--- src/rtl/weight_bram_sequencer_if.sv ---
// weight_bram_sequencer_if
//   Groups the handshake and BRAM port signals of weight_bram_sequencer.
//   master : the sequencer side (drives wr_ready/load_done/busy/w_*/done/bram_* outputs)
//   slave  : the environment side (loader, layer FSM, neuron MAC, BRAM)
//   Loader    : wr_valid, wr_data, wr_ready, load_done
//   Control   : start, busy, done
//   Stream    : w_valid, w_data, w_idx, w_last, w_ready
//   BRAM port : bram_addr, bram_di, bram_en, bram_we, bram_do
interface weight_bram_sequencer_if #(
  parameter int unsigned DATA_W = 16,
  parameter int unsigned ADDR_W = 5
) ();
  logic              wr_valid;
  logic [DATA_W-1:0] wr_data;
  logic              wr_ready;
  logic              load_done;
  logic              start;
  logic              busy;
  logic              w_valid;
  logic [DATA_W-1:0] w_data;
  logic [ADDR_W-1:0] w_idx;
  logic              w_last;
  logic              w_ready;
  logic              done;
  logic [ADDR_W-1:0] bram_addr;
  logic [DATA_W-1:0] bram_di;
  logic              bram_en;
  logic              bram_we;
  logic [DATA_W-1:0] bram_do;

  modport master (
    input  wr_valid, wr_data, start, w_ready, bram_do,
    output wr_ready, load_done, busy, w_valid, w_data, w_idx, w_last, done,
           bram_addr, bram_di, bram_en, bram_we
  );

  modport slave (
    output wr_valid, wr_data, start, w_ready, bram_do,
    input  wr_ready, load_done, busy, w_valid, w_data, w_idx, w_last, done,
           bram_addr, bram_di, bram_en, bram_we
  );
endinterface

--- src/rtl/weight_bram_sequencer.sv ---
// weight_bram_sequencer
//   Owns the single port of one DEPTH x DATA_W weight BRAM (falling-edge
//   clocked). Arbitrates between the loader writing a full row and the MAC
//   streaming a full row out through a 2-entry valid/ready buffer.
// Ports:
//   CLK  - rising-edge clock for all sequencer state
//   RST  - synchronous active-high reset
//   bus  - weight_bram_sequencer_if.master (loader, control, stream, BRAM port)
// Optional feature, macro WSEQ_CHECKSUM_EN:
//   load_sum     - mod-2^DATA_W sum of the last complete load
//   read_sum     - sum of words popped in the current/last read pass
//   sum_mismatch - read_sum != load_sum, updated at each done
module weight_bram_sequencer #(
  parameter int unsigned DEPTH  = 28,
  parameter int unsigned ADDR_W = 5,
  parameter int unsigned DATA_W = 16
) (
  input  logic CLK,
  input  logic RST,
  weight_bram_sequencer_if.master bus
`ifdef WSEQ_CHECKSUM_EN
  ,
  output logic [DATA_W-1:0] load_sum,
  output logic [DATA_W-1:0] read_sum,
  output logic              sum_mismatch
`endif
);

  typedef enum logic [1:0] {ST_IDLE, ST_LOAD, ST_READ, ST_DONE} state_e;

  localparam logic [ADDR_W:0]   RD_END  = (ADDR_W+1)'(DEPTH);
  localparam logic [ADDR_W-1:0] WR_LAST = ADDR_W'(DEPTH - 1);

  state_e            state_q, state_d;
  logic [ADDR_W-1:0] wr_ptr_q, wr_ptr_d;
  logic [ADDR_W:0]   rd_ptr_q, rd_ptr_d;
  logic              start_pend_q, start_pend_d;
  logic              load_done_q, load_done_d;
  logic [1:0]        occ_q, occ_d;
  logic [DATA_W-1:0] data0_q, data0_d, data1_q, data1_d;
  logic [ADDR_W-1:0] idx0_q, idx0_d, idx1_q, idx1_d;
  logic              wr_open, wr_acc, issue, pop;

  always_comb begin
    state_d      = state_q;
    wr_ptr_d     = wr_ptr_q;
    rd_ptr_d     = rd_ptr_q;
    start_pend_d = start_pend_q;
    load_done_d  = 1'b0;
    occ_d        = occ_q;
    data0_d      = data0_q;
    data1_d      = data1_q;
    idx0_d       = idx0_q;
    idx1_d       = idx1_q;

    wr_open = (state_q == ST_IDLE) || (state_q == ST_LOAD);
    wr_acc  = wr_open && bus.wr_valid;
    // The BRAM returns DO on the falling edge inside the issue cycle, so the
    // word is pushed on the rising edge that closes that cycle; no read is
    // ever outstanding across an edge and occupancy alone gates issue.
    issue   = (state_q == ST_READ) && (rd_ptr_q < RD_END) && (occ_q < 2'd2);
    pop     = (occ_q != 2'd0) && bus.w_ready;

    // Slot 0 is the head; a pop shifts slot 1 down before any push lands.
    if (pop) begin
      data0_d = data1_q;
      idx0_d  = idx1_q;
      occ_d   = occ_q - 2'd1;
    end
    if (issue) begin
      rd_ptr_d = rd_ptr_q + 1'b1;
      if (occ_d == 2'd0) begin
        data0_d = bus.bram_do;
        idx0_d  = rd_ptr_q[ADDR_W-1:0];
      end else begin
        data1_d = bus.bram_do;
        idx1_d  = rd_ptr_q[ADDR_W-1:0];
      end
      occ_d = occ_d + 2'd1;
    end

    case (state_q)
      ST_IDLE: begin
        if (bus.wr_valid) begin
          start_pend_d = start_pend_q | bus.start;
        end else if (bus.start || start_pend_q) begin
          state_d      = ST_READ;
          start_pend_d = 1'b0;
        end
      end
      ST_LOAD: begin
        if (bus.start) start_pend_d = 1'b1;
      end
      ST_READ: begin
        if ((rd_ptr_q == RD_END) && (occ_d == 2'd0)) state_d = ST_DONE;
      end
      ST_DONE: begin
        rd_ptr_d = '0;
        state_d  = ST_IDLE;
      end
      default: state_d = ST_IDLE;
    endcase

    if (wr_acc) begin
      if (wr_ptr_q == WR_LAST) begin
        wr_ptr_d    = '0;
        load_done_d = 1'b1;
        state_d     = ST_IDLE;
      end else begin
        wr_ptr_d = wr_ptr_q + 1'b1;
        state_d  = ST_LOAD;
      end
    end
  end

  always_ff @(posedge CLK) begin
    if (RST) begin
      state_q      <= ST_IDLE;
      wr_ptr_q     <= '0;
      rd_ptr_q     <= '0;
      start_pend_q <= 1'b0;
      load_done_q  <= 1'b0;
      occ_q        <= '0;
      data0_q      <= '0;
      data1_q      <= '0;
      idx0_q       <= '0;
      idx1_q       <= '0;
    end else begin
      state_q      <= state_d;
      wr_ptr_q     <= wr_ptr_d;
      rd_ptr_q     <= rd_ptr_d;
      start_pend_q <= start_pend_d;
      load_done_q  <= load_done_d;
      occ_q        <= occ_d;
      data0_q      <= data0_d;
      data1_q      <= data1_d;
      idx0_q       <= idx0_d;
      idx1_q       <= idx1_d;
    end
  end

  assign bus.wr_ready  = wr_open;
  assign bus.load_done = load_done_q;
  assign bus.busy      = (state_q != ST_IDLE) || start_pend_q;
  assign bus.done      = (state_q == ST_DONE);
  assign bus.w_valid   = (occ_q != 2'd0);
  assign bus.w_data    = data0_q;
  assign bus.w_idx     = idx0_q;
  assign bus.w_last    = (occ_q != 2'd0) && (idx0_q == WR_LAST);
  assign bus.bram_en   = wr_acc || issue;
  assign bus.bram_we   = wr_acc;
  assign bus.bram_addr = wr_acc ? wr_ptr_q : (issue ? rd_ptr_q[ADDR_W-1:0] : '0);
  assign bus.bram_di   = wr_acc ? bus.wr_data : '0;

`ifdef WSEQ_CHECKSUM_EN
  logic [DATA_W-1:0] load_acc_q;

  always_ff @(posedge CLK) begin
    if (RST) begin
      load_acc_q   <= '0;
      load_sum     <= '0;
      read_sum     <= '0;
      sum_mismatch <= 1'b0;
    end else begin
      if (wr_acc) begin
        if (wr_ptr_q == WR_LAST) begin
          load_sum   <= load_acc_q + bus.wr_data;
          load_acc_q <= '0;
        end else begin
          load_acc_q <= load_acc_q + bus.wr_data;
        end
      end
      if ((state_q == ST_IDLE) && (state_d == ST_READ)) begin
        read_sum <= '0;
      end else if (pop) begin
        read_sum <= read_sum + data0_q;
      end
      if (state_q == ST_DONE) sum_mismatch <= (read_sum != load_sum);
    end
  end
`endif

endmodule

--- src/flat_wrapper.sv ---
// flat-port wrapper written by rule: the top's interface ports become plain ports
module weight_bram_sequencer_flat 
#(
  parameter int unsigned DEPTH  = 28,
  parameter int unsigned ADDR_W = 5,
  parameter int unsigned DATA_W = 16
)
  (CLK, RST, bus_wr_valid, bus_wr_data, bus_start, bus_w_ready, bus_bram_do, bus_wr_ready, bus_load_done, bus_busy, bus_w_valid, bus_w_data, bus_w_idx, bus_w_last, bus_done, bus_bram_addr, bus_bram_di, bus_bram_en, bus_bram_we);
  weight_bram_sequencer_if #(.DATA_W(DATA_W), .ADDR_W(ADDR_W)) bus_i ();
  input  logic CLK;
  input  logic RST;
  input wire logic [$bits(bus_i.wr_valid)-1:0] bus_wr_valid;
  input wire logic [$bits(bus_i.wr_data)-1:0] bus_wr_data;
  input wire logic [$bits(bus_i.start)-1:0] bus_start;
  input wire logic [$bits(bus_i.w_ready)-1:0] bus_w_ready;
  input wire logic [$bits(bus_i.bram_do)-1:0] bus_bram_do;
  output wire logic [$bits(bus_i.wr_ready)-1:0] bus_wr_ready;
  output wire logic [$bits(bus_i.load_done)-1:0] bus_load_done;
  output wire logic [$bits(bus_i.busy)-1:0] bus_busy;
  output wire logic [$bits(bus_i.w_valid)-1:0] bus_w_valid;
  output wire logic [$bits(bus_i.w_data)-1:0] bus_w_data;
  output wire logic [$bits(bus_i.w_idx)-1:0] bus_w_idx;
  output wire logic [$bits(bus_i.w_last)-1:0] bus_w_last;
  output wire logic [$bits(bus_i.done)-1:0] bus_done;
  output wire logic [$bits(bus_i.bram_addr)-1:0] bus_bram_addr;
  output wire logic [$bits(bus_i.bram_di)-1:0] bus_bram_di;
  output wire logic [$bits(bus_i.bram_en)-1:0] bus_bram_en;
  output wire logic [$bits(bus_i.bram_we)-1:0] bus_bram_we;
  assign bus_i.wr_valid = bus_wr_valid;
  assign bus_i.wr_data = bus_wr_data;
  assign bus_i.start = bus_start;
  assign bus_i.w_ready = bus_w_ready;
  assign bus_i.bram_do = bus_bram_do;
  assign bus_wr_ready = bus_i.wr_ready;
  assign bus_load_done = bus_i.load_done;
  assign bus_busy = bus_i.busy;
  assign bus_w_valid = bus_i.w_valid;
  assign bus_w_data = bus_i.w_data;
  assign bus_w_idx = bus_i.w_idx;
  assign bus_w_last = bus_i.w_last;
  assign bus_done = bus_i.done;
  assign bus_bram_addr = bus_i.bram_addr;
  assign bus_bram_di = bus_i.bram_di;
  assign bus_bram_en = bus_i.bram_en;
  assign bus_bram_we = bus_i.bram_we;
  weight_bram_sequencer #(.DEPTH(DEPTH), .ADDR_W(ADDR_W), .DATA_W(DATA_W)) u_core (.CLK(CLK), .RST(RST), .bus(bus_i));
endmodule
--- config.mk ---
export PLATFORM = sky130hd
export DESIGN_NAME = weight_bram_sequencer_flat
export DESIGN_NICKNAME = d
export VERILOG_FILES = /design/src/rtl/weight_bram_sequencer_if.sv /design/src/rtl/weight_bram_sequencer.sv /design/src/flat_wrapper.sv
export SDC_FILE = /design/constraint.sdc
export NUM_CORES = 1
export LEC_CHECK = 0
export CORE_MARGIN = 2
export CORE_UTILIZATION = 35
export CTS_CLUSTER_DIAMETER = 50
export DETAILED_ROUTE_END_ITERATION = 16
export GPL_TIMING_DRIVEN = 0
export RECOVER_POWER = 100
export SLEW_MARGIN = 0
export SYNTH_ARGS = -nofsm -noshare
export SYNTH_HDL_FRONTEND = slang
export SYNTH_SLANG_ARGS = --single-unit
--- constraint.sdc ---
create_clock -name CLK -period 2.7 [get_ports CLK]
set_input_delay 0.405 -clock CLK [delete_from_list [all_inputs] [get_ports CLK]]
set_output_delay 0.405 -clock CLK [all_outputs]
set_load 0.01 [all_outputs]
==> impl_metrics.py <==
metrics = {
    "status": {
        "status": "finished, final reports clean",
    },
    "sta": {
        "setup_viol": 0,
        "min_period_ps": 2590,
        "finalCritPeriodShare": 0.961,
        "finalHoldViolCount": 0,
        "relSlewSlack": 0.551,
        "max_slew.worst_pin.slew_ps": 665,
        "skew_ps": 7.01,
        "fmax_mhz": 385,
        "drv_slew": 0,
    },
    "global_routing": {
        "grt_max_degree": 11,
        "track_usage": 0.183,
        "grt.overflow.total": 0,
        "grt_pass1_vias": 2552,
        "grt_pass1_wl_um": 12300,
        "antenna_found_initial": 0,
    },
    "pwr": {
        "total_power_uw": 2640,
        "irDropWorstVdd_mv": 0.269,
        "p_per_area_nw_per_um2": 679,
        "power_switching_uw": 844,
        "comb_power_share": 0.328,
        "sw_frac_of_total": 0.320,
        "p_clk_frac": 0.275,
        "power.share.sequential": 0.397,
        "p_leak_uw": 0.00161,
        "power.internal_uw": 1790,
    },
    "setup_path": {
        "cp-end-kind": "output pin",
        "critical_path_class": "register to output pin",
        "startpoint_type": "register",
        "critPathLaunch": "u_core.state_q[0]",
        "rrSetupSlack_ps": 290,
        "r2r_cells": 10,
        "r2r-start": "u_core.occ_q[1]",
        "arrival_ps": 2190,
        "crit_required_ps": 2300,
        "r2r_end": "u_core.bus.w_idx[2]",
        "worst-path-max-fanout": 8,
    },
    "clocking": {
        "cts_max_level": 3,
        "cts_tree": "yes",
        "cts_buffers": 9,
        "clock_latency_ps": 330,
        "clock-sinks": 59,
        "cts-root-buf": "clkbuf_8",
        "clk_pin_slew_worst_paths_ps": 70,
        "postCtsHoldBufs": 0,
        "cts_max_path_buffers": 2,
    },
    "detailed_routing": {
        "drt_iter0_markers": 105,
        "route.met2.wl_um": 3400,
        "met3_wirelength_um": 525,
        "wl_met1_um": 3250,
        "drc": 0,
        "top_layer": "met4",
        "final_antenna_net_count": 0,
        "drt-total-wl_um": 7260,
        "vias_per_cell": 4.92,
        "via_count": 2559,
        "wl_per_cell_um": 14.0,
        "firstDrtPassIters": 4,
    },
    "run": {
        "maxCapViolCount": 0,
    },
    "floorplan": {
        "die_y_um": 91.8,
        "fp.dieW_um": 91.8,
        "initial_utilization": 0.355,
        "num_rows": 32,
        "die_area_um2": 8430,
        "core-area_um2": 7610,
        "io_pins": 87,
    },
    "placed_design": {
        "dp_hpwl_um": 5260,
        "portBuffers": 85,
        "place_congestion": 0.816,
    },
    "layout": {
        "fillers": 759,
        "fin_util": 0.510,
        "drive_gt1_frac": 0.0933,
        "antennaDiodeCount": 0,
        "nets": 455,
        "area_growth_syn_to_layout_pct": 43.8,
    },
    "synth": {
        "synth_area_leaders": "dfxtp_1 (44%), mux2i_1 (8.5%), nand2_1 (7.4%)",
        "yosys.area.top_type": "dfxtp_1",
        "synthFlopType": "dfxtp_1",
        "synthArstFlopShare": 0,
        "syn_avg_cell_area_um2": 8.48,
        "syn_area_um2": 2700,
        "netlist.area_leader.share": 0.438,
        "synth_cell_types": 38,
        "syn_nets": 360,
        "seq_area_frac_synth": 0.438,
        "synth_edf_count": 0,
        "ys_ff_latch": 59,
        "yosys_warnings": 0,
        "syn_inst": 318,
    },
    "worst_hold_path": {
        "whs_endpoint": "u_core.data1_q[6]",
        "min_path_type": "register to register",
        "holdPathStages": 2,
        "worstHoldStart": "u_core.data1_q[6]",
    },
}
how the worst max path moves through the flow:
| stage | slack (ps) | to | depth (start not counted) |
|---|---|---|---|
| after CTS | 2 | bus_bram_addr[3] | 6 |
| after global routing | -5 | bus_bram_addr[2] | 5 |
| after detailed placement | -190 | bus_bram_addr[3] | 7 |
| final | 110 | bus_bram_addr[2] | 5 |
| after global placement | -210 | bus_bram_addr[3] | 7 |
| after floorplan | 570 | u_core.data1_q[4] | 11 |
per-layer routing:
metal | up-vias | global-route usage
met4 | 0 | 0.0572
met2 | 90 | 0.301
met1 | 1180 | 0.233
met5 | - | 0
met3 | 8 | 0.0518
li1 | 1281 | -
synth_stat cells, types with 5 or more instances:
library cell	number
and2_1	16
nor2_1	34
nand2_1	53
a21oi_1	29
ha_1	5
mux2i_1	23
a211oi_1	22
dfxtp_1	59
clkbuf_1	15
inv_1	9
nor3_1	5
buf_2	6
layout make-up:
type / instances / area [um^2] / share of cell area
buffer: 20 / 105 / 0.0271
multi-input combinational: 226 / 1380 / 0.355
clock buffer: 12 / 155 / 0.0400
clock inverter: 4 / 25.0 / 0.00645
tap: 102 / 128 / 0.0329
inverter: 9 / 33.8 / 0.00871
timing repair buffer: 88 / 876 / 0.226
sequential: 59 / 1180 / 0.304
cells by family (layout without fill, tap and decap cells):
group           Yosys count  count (layout)  share of synthesized area
flops                    59              59                      0.438
fa+ha+maj                 5               5                     0.0232
xor+xnor                  5               5                     0.0162
simple gates            130             130                      0.233
buf+inv                  33             133                     0.0543
mux                      23              23                     0.0853
compound gates           63              63                      0.150
layout by cell type (no fill, tap or decap), types with 2 or more instances in the layout:
cell type,count
a211oi_1,22
a21oi_1,29
a22o_1,4
and2_1,16
and3_1,2
and4b_1,3
buf_2,6
buf_4,3
buf_6,2
clkbuf_1,9
clkbuf_2,3
clkbuf_8,11
clkdlybuf4s50_1,66
clkinv_2,2
clkinvlp_4,2
dfxtp_1,59
dlygate4sd3_1,18
ha_1,5
inv_1,8
mux2i_1,23
nand2_1,53
nand3_1,4
nand4b_1,2
nor2_1,34
nor3_1,5
o21ai_0,2
xnor2_1,3
xor2_1,2
power by group through the flow:
stage | clock (uW) | sequential [uW] | combinational (uW)
2_1_floorplan | 0 | 1080 | 490
4_1_cts | 742 | 1050 | 891
6_report | 724 | 1050 | 865
3_3_place_gp | 0 | 1070 | 863
5_1_grt | 798 | 1060 | 949
3_5_place_dp | 0 | 1070 | 879
metrics by stage:
stage	setup WS (ps)	instances	setup TNS (ps)	cell area [um^2]	hold slack, ps
2_1_floorplan	566	318	0	2700	436
3_3_place_gp	-206	505	-2650	3680	443
3_5_place_dp	-194	505	-3240	3680	447
4_1_cts	1.80	522	0	3870	457
5_1_grt	-5.41	520	-9.61	3880	470
6_report	105	520	0	3880	453
worst max-delay path, stage by stage (launching register included):
cell and delay, ps:
dfxtp_1 370, or4b_4 590, nor2_4 180, nand2_1 110, nand2_1 80, clkdlybuf4s50_1 530
timing repair:
| action | CTS | global route |
|---|---|---|
| endpoints found under the setup margin | 22 | 42 |
| resized for setup | 4 | 9 |
| setup buffers | 2 | 1 |
| pin swaps | 1 | 1 |
sequential cells by signal, summed over array words and instances, names as in the netlist:
register / flops
u_core.bus.load_done: 1
u_core.rd_ptr_q: 6
u_core.occ_q: 2
u_core.bus.w_idx: 5
u_core.start_pend_q: 1
u_core.state_q: 2
u_core.idx1_q: 5
u_core.wr_ptr_q: 5
u_core.data1_q: 16
u_core.bus.w_data: 16
(Power assumes the default switching activity.)
